==> src/rtl/mem_pkg.sv <==
// Shared definitions for the memory responder: state encoding and default widths.

package mem_pkg;

  localparam logic [1:0] ST_IDLE = 2'd0;
  localparam logic [1:0] ST_WAIT = 2'd1;
  localparam logic [1:0] ST_RESP = 2'd2;

  localparam int unsigned MEM_ADDR_W = 8;
  localparam int unsigned MEM_DATA_W = 8;

  typedef enum logic [1:0] {
    StIdle = ST_IDLE,
    StWait = ST_WAIT,
    StResp = ST_RESP
  } state_e;

endpackage

==> src/rtl/mem_array.sv <==
// Byte-wide storage: synchronous write, combinational read, no reset.

module mem_array
  import mem_pkg::*;
#(
  parameter int unsigned DEPTH  = 256,
  parameter int unsigned DATA_W = MEM_DATA_W,
  parameter int unsigned IDX_W  = 8
) (
  input  logic              clk,
  input  logic              we,
  input  logic [IDX_W-1:0]  addr,
  input  logic [DATA_W-1:0] wdata,
  output logic [DATA_W-1:0] rdata
);

  logic [DATA_W-1:0] mem_q [DEPTH];

  always_ff @(posedge clk) begin
    if (we) begin
      mem_q[addr] <= wdata;
    end
  end

  assign rdata = mem_q[addr];

endmodule

==> src/rtl/mem_responder.sv <==
// Responder end of the CPU memory request interface: one outstanding request,
// a programmable number of wait states, valid/ready on request and response.

module mem_responder
  import mem_pkg::*;
#(
  parameter int unsigned ADDR_W      = MEM_ADDR_W,
  parameter int unsigned DATA_W      = MEM_DATA_W,
  parameter int unsigned DEPTH       = 256,
  parameter int unsigned WAIT_CYCLES = 2
) (
  input  logic              clk,
  input  logic              reset_n,
  input  logic              req_valid,
  input  logic              req_we,
  input  logic [ADDR_W-1:0] req_addr,
  input  logic [DATA_W-1:0] req_wdata,
  output logic              req_ready,
  output logic              rsp_valid,
  output logic [DATA_W-1:0] rsp_rdata,
  output logic              rsp_err,
  input  logic              rsp_ready
);

  localparam int unsigned IdxW = (DEPTH > 1) ? $clog2(DEPTH) : 1;

  state_e            state_q, state_d;
  logic [3:0]        cnt_q, cnt_d;
  logic              active_q;
  logic              we_q;
  logic [ADDR_W-1:0] addr_q;
  logic [DATA_W-1:0] wdata_q;
  logic [DATA_W-1:0] rdata_q, rdata_d;
  logic              err_q, err_d;

  logic              req_fire;
  logic              commit;
  logic              in_range;
  logic              arr_we;
  logic [DATA_W-1:0] arr_rdata;

  assign in_range = 32'(addr_q) < DEPTH;
  assign req_fire = (state_q == StIdle) && active_q && req_valid;
  // The transaction is performed on the edge that leaves WAIT.
  assign commit   = (state_q == StWait) && (cnt_q == 4'd0);
  assign arr_we   = commit && we_q && in_range;

  mem_array #(
    .DEPTH  (DEPTH),
    .DATA_W (DATA_W),
    .IDX_W  (IdxW)
  ) u_mem_array (
    .clk   (clk),
    .we    (arr_we),
    .addr  (addr_q[IdxW-1:0]),
    .wdata (wdata_q),
    .rdata (arr_rdata)
  );

  always_comb begin
    state_d   = state_q;
    cnt_d     = cnt_q;
    rdata_d   = rdata_q;
    err_d     = err_q;
    req_ready = 1'b0;
    unique case (state_q)
      StIdle: begin
        req_ready = active_q;
        if (req_fire) begin
          state_d = StWait;
          cnt_d   = 4'(WAIT_CYCLES);
        end
      end
      StWait: begin
        if (commit) begin
          state_d = StResp;
          rdata_d = (!we_q && in_range) ? arr_rdata : '0;
          err_d   = !in_range;
        end else begin
          cnt_d = cnt_q - 4'd1;
        end
      end
      StResp: begin
        if (rsp_ready) begin
          state_d = StIdle;
          rdata_d = '0;
          err_d   = 1'b0;
        end
      end
      default: state_d = StIdle;
    endcase
  end

  always_ff @(posedge clk or negedge reset_n) begin
    if (!reset_n) begin
      state_q  <= StIdle;
      cnt_q    <= 4'd0;
      active_q <= 1'b0;
      rdata_q  <= '0;
      err_q    <= 1'b0;
    end else begin
      state_q  <= state_d;
      cnt_q    <= cnt_d;
      active_q <= 1'b1;
      rdata_q  <= rdata_d;
      err_q    <= err_d;
    end
  end

  always_ff @(posedge clk or negedge reset_n) begin
    if (!reset_n) begin
      we_q    <= 1'b0;
      addr_q  <= '0;
      wdata_q <= '0;
    end else if (req_fire) begin
      we_q    <= req_we;
      addr_q  <= req_addr;
      wdata_q <= req_wdata;
    end
  end

  assign rsp_valid = (state_q == StResp);
  assign rsp_rdata = rdata_q;
  assign rsp_err   = err_q;

endmodule

==> config.mk <==
export PLATFORM = sky130hd
export DESIGN_NAME = mem_responder
export DESIGN_NICKNAME = d
export VERILOG_FILES = /design/src/rtl/mem_pkg.sv /design/src/rtl/mem_array.sv /design/src/rtl/mem_responder.sv
export SDC_FILE = /design/constraint.sdc
export NUM_CORES = 2
export LEC_CHECK = 0
export CAP_MARGIN = 10
export CORE_AREA = 2 2 384 386
export CTS_BUF_LIST = sky130_fd_sc_hd__clkbuf_8
export DETAILED_ROUTE_END_ITERATION = 16
export DIE_AREA = 0 0 386 388
export MAX_ROUTING_LAYER = met4
export PLACE_DENSITY = 0.75
export SYNTH_ARGS = -nofsm -noshare
export SYNTH_HDL_FRONTEND = slang
export SYNTH_HIERARCHICAL = 1
export SYNTH_SLANG_ARGS = --single-unit
==> constraint.sdc <==
create_clock -name clk -period 12 [get_ports clk]
set_input_delay 2.4 -clock clk [delete_from_list [all_inputs] [get_ports clk]]
set_output_delay 2.4 -clock clk [all_outputs]
set_load 0.005 [all_outputs]
# After elaboration in Yosys (flattened, before gate mapping)
# Memories as Yosys holds them, arrays and structs flattened.
# Cells that the tools add are included.
# word_totals
register_bits	33
latch_bits	0
mem_bits_rw	2048
mem_bits_ro	0
input_bits	21
output_inout_bits	11
mem_count	1
# classes
n_addsub	1
n_mul	0
div	0
n_lt_le_gt_ge	0
n_eq_ne	6
shift	0
n_mux	17
bitwise_logic	0
reduce_logical	11
# mem_list
name	depth	width	read_ports	rd_ports_with_merged_regs	wr	line	source
u_mem_array.mem_q	256	8	1	0	1	mem_array.sv:17	logic [DATA_W-1:0] mem_q [DEPTH];
# op_table
cell	n
$mux W8	3
$pmux W8 S2	1
$reduce_and A3 Y1	3
$mux W4	2
$pmux W4 S2	1
$mux W2	3
$ne A2 B2 Y1 const B	3
$pmux W2 S3	1
$mux W1	5
$logic_and A1 B1 Y1	4
$logic_not A4 Y1	1
$reduce_bool A2 Y1	2
$sub A4 B1 Y4 const B	1
$eq A2 B1 Y1 const B	1
$eq A2 B2 Y1 const B	1
$logic_not A2 Y1	1
$ne A2 B1 Y1 const B	1
$pmux W1 S2	1

# Depth between registers and ports, before layout
# depth
depth_word	5
depth_mapped	11

# Hierarchy
# The synthesis kept the hierarchy.
# modules_own_cells
module	n_inst	cells_each	area_per_inst_um2	seq_area_each_um2
mem_array	1	3539	78332.6	61499.0
mem_responder	1	113	1385.1	800.8

# Worst setup path after synthesis
# No wires, ideal clock.
# synth_path
path_kind	register to register
from	register wdata_q[0]
to	memory u_mem_array/mem_q[0][0] (netlist name), data pin
arrival_time_ps	3178
required_time_ps	11197
path_slack_ps	8019
stages_incl_launch_ff	1
path_buffers	0
cell_sequence	dfrtp_1
# synth_lines
item	line	source
from (decl)	mem_responder.sv:32	logic [DATA_W-1:0] wdata_q;
from (signal assigned)	mem_responder.sv:118	wdata_q <= req_wdata;
to (decl)	mem_array.sv:17	
# No word-level cell before the write port.

# Final worst setup path
# layout_path
from	register addr_q[0]
to	register rdata_q[1] (netlist: rsp_rdata[1])
# layout_via
elab_chain_len	4
# layout_lines
item	line	source
from (decl)	mem_responder.sv:31	logic [ADDR_W-1:0] addr_q;
from (signal assigned)	mem_responder.sv:117	addr_q <= req_addr;
$mem_v2 Z256 W8	n/a	
net arr_rdata[1]	mem_responder.sv:40	logic [DATA_W-1:0] arr_rdata;
$mux W8	mem_responder.sv:77	rdata_d = (!we_q && in_range) ? arr_rdata : '0;
$mux W8	mem_responder.sv:75	if (commit) begin
$pmux W8 S2	mem_responder.sv:66	unique case (state_q)
to (signal assigned)	mem_responder.sv:105	rdata_q <= rdata_d;
to (decl)	mem_responder.sv:33	logic [DATA_W-1:0] rdata_q, rdata_d;
# The timed path passes the listed nets, and every way through them passes these cells. The select of a mux whose other input is x is not followed.
# A chain may end at the register's enable or synchronous reset.

==> impl_metrics.json <==
{
  "status": "completed",
  "cts.sinks": 2080,
  "cts_htree_levels": 5,
  "hpwl_um": 102000,
  "clockRootBuffer": "clkbuf_8",
  "drt_iter0_drc": 5533,
  "crit_start": "addr_q[0]$_DFFE_PN0P_",
  "syn_nets": 3675,
  "start_util_pct": 54.9,
  "drc": 0,
  "cts_max_path_buffers": 4,
  "synth-edff-count": 2048,
  "rr_endpoint": "rsp_rdata[1]$_DFFE_PN0P_",
  "ant_nets": 0,
  "required_ns": 12.88,
  "ys_warn_count": 6,
  "overflow": 0,
  "synth.avg_cell_area_um2": 21.8,
  "start_kind": "register",
  "synthDominantCellAreaShare_pct": 77.1,
  "syn_inst": 3652,
  "p_total_mw": 20.5,
  "setup_tns_ns": 0,
  "synthesis.area_um2": 79700,
  "track_usage_pct": 25.3,
  "ff2ff_setup_slack_ns": 6.95,
  "num_rows": 140,
  "ys_seq_area_share_pct": 78.2,
  "grt_antenna_before_repair": 5,
  "worstPathArrival_ns": 5.93,
  "io_pins": 32,
  "synth.distinct_cells": 38,
  "fin_crit_ns": 5.05,
  "min_period_over_period_pct": 42.1,
  "ir_drop_mv": 0.268,
  "hold_violations": 0,
  "final_area_um2": 87900,
  "dieArea_um2": 150000,
  "die_w_um": 386,
  "via_per_inst": 6.57,
  "synthFlopType": "edfxtp_1",
  "hp-class": "register to register",
  "totalWireLength_um": 183000,
  "grt_pass1_vias": 38810,
  "synth.most_common_cell": "edfxtp_1",
  "fmax_mhz": 198,
  "syn_to_final_growth_pct": 10.3,
  "clk_pin_slew_worst_paths_ns": 0.07,
  "max-cap-violations": 0,
  "p_per_area_nw_per_um2": 233,
  "cts_tree": "built",
  "tightest_slew_ns": 1.35,
  "post_cts_resized": 0,
  "vias": 39503,
  "cts_buffers": 327,
  "postPlaceCellArea_um2": 82300,
  "synth.area.top_cells": "edfxtp_1 77%, mux4_2 14%, a22oi_1 2.4%",
  "grt_pass1_wl_um": 265000,
  "cts_setup_buffers": 0,
  "cp-end-kind": "register",
  "first_pass_iters": 6,
  "synthTopCellsByCount": "2048 x edfxtp_1, 512 x mux4_2, 256 x a22oi_1",
  "crit_path_max_fanout": 86,
  "fin_nets": 3889,
  "rsz0062_at_grt": "no",
  "die_h_um": 388,
  "ctsHoldBuffers": 0,
  "reg2reg_depth": 9,
  "reg2reg_from": "addr_q[0]$_DFFE_PN0P_",
  "ys_ff_latch": 2080,
  "path_class": "register to register",
  "drive_gt1_share_pct": 24.9,
  "port_buffers": 30,
  "crit_path_end": "rsp_rdata[1]$_DFFE_PN0P_",
  "finalSetupViolCount": 0,
  "max_slew_margin_pct": 8.96,
  "core_um2": 145000,
  "wire_per_inst_um": 30.4,
  "finalWeightedCongestion": 0.823,
  "nFillCells": 9691,
  "clock_latency_ns": 1.04,
  "grt_max_degree": 177,
  "clock_skew_ns": 0.0640,
  "maxSlewViolCount": 0,
  "yosysTopAreaCell": "edfxtp_1",
  "p_leak_nw": 27.1,
  "async_reset_ff_share_pct": 1.54
}
==> through the flow <==
| stage | std cells | hold slack [ns] | utilization [%] | worst slack [ns] |
|---|---|---|---|---|
| global placement | 5453 | 0.466 | 56.6 | 6.86 |
| finish | 6016 | 0.493 | 60.5 | 6.95 |
| global route | 6010 | 0.517 | 60.5 | 6.62 |
| floorplan | 3652 | 0.442 | - | 8.02 |
| detailed placement | 5454 | 0.488 | 56.6 | 6.87 |
| CTS | 6007 | 0.501 | 60.5 | 6.83 |
==> layer usage <==
layer / vias to the layer above / global-route usage [%] / wire length [um]
met5: - / - / 0
met4: 0 / 8.81 / 5960
met3: 368 / 5.98 / 22300
met2: 2713 / 36.5 / 85500
met1: 20530 / 35.9 / 68800
li1: 15892 / - / -
==> critical path, stage by stage (launching register included) <==
cell and delay [ns]:
dfrtp_4 0.71, buf_12 0.51, buf_4 0.84, mux4_2 0.64, a22oi_1 0.25, a21oi_1 0.18
o41ai_2 1.21, nand4_1 0.19, nand3_1 0.14, mux2i_1 0.09
==> cell type report <==
class	count	area, um^2	share of cell area [%]
clock inverters	213	936	1.06
flip-flops and latches	2080	62300	70.9
multi-input cells	1327	16400	18.7
well taps	1917	2400	2.73
diodes	9	22.5	0.0256
inverters	7	26.3	0.0299
repair buffers	123	1080	1.23
clock buffers	340	4680	5.32
==> logic make-up after synthesis <==
family,after synthesis,share of synthesized area [%]
compound gates,425,3.64
fa+ha+maj,2,0.0314
buf+inv,245,1.46
flops,2080,78.2
mux,537,14.8
other cells,2,0.00942
simple gates,361,1.90
==> cells in the final DEF (no fill, tap or decap), types with 22 or more instances in the layout <==
cell / count
clkbuf_8: 340
inv_1: 107
clkdlybuf4s50_1: 29
clkinv_1: 78
a21oi_1: 130
clkinv_2: 25
buf_4: 86
nor3_1: 25
a22oi_1: 256
dfrtp_1: 22
nor2_1: 235
mux4_2: 512
nand2_1: 35
nand3_1: 22
edfxtp_1: 2048
==> where the power goes <==
group	switching, mW	internal [mW]	total [mW]
combinational	3.60	2.08	5.68
clock	2.59	2.67	5.26
sequential	0.432	9.15	9.58
total	6.62	13.9	20.5
==> state kept, by name, indices dropped and copies added (netlist names) <==
| signal | count |
|---|---|
| u_mem_array/mem_q | 2048 |
| addr_q | 8 |
| rsp_rdata | 8 |
| wdata_q | 8 |
| cnt_q | 4 |
| state_q | 2 |
| active_q | 1 |
| we_q | 1 |
==> how the worst min path moves through the flow <==
stage	start	to	cells past startpoint
6_report	cnt_q[3]$_DFFE_PN0P_	cnt_q[3]$_DFFE_PN0P_	1
5_1_grt	cnt_q[3]$_DFFE_PN0P_	cnt_q[3]$_DFFE_PN0P_	1
4_1_cts	cnt_q[3]$_DFFE_PN0P_	cnt_q[3]$_DFFE_PN0P_	1
3_5_place_dp	cnt_q[3]$_DFFE_PN0P_	cnt_q[3]$_DFFE_PN0P_	1
3_3_place_gp	cnt_q[3]$_DFFE_PN0P_	cnt_q[3]$_DFFE_PN0P_	1
2_1_floorplan	cnt_q[3]$_DFFE_PN0P_	cnt_q[3]$_DFFE_PN0P_	1
(Power assumes the default switching activity.)
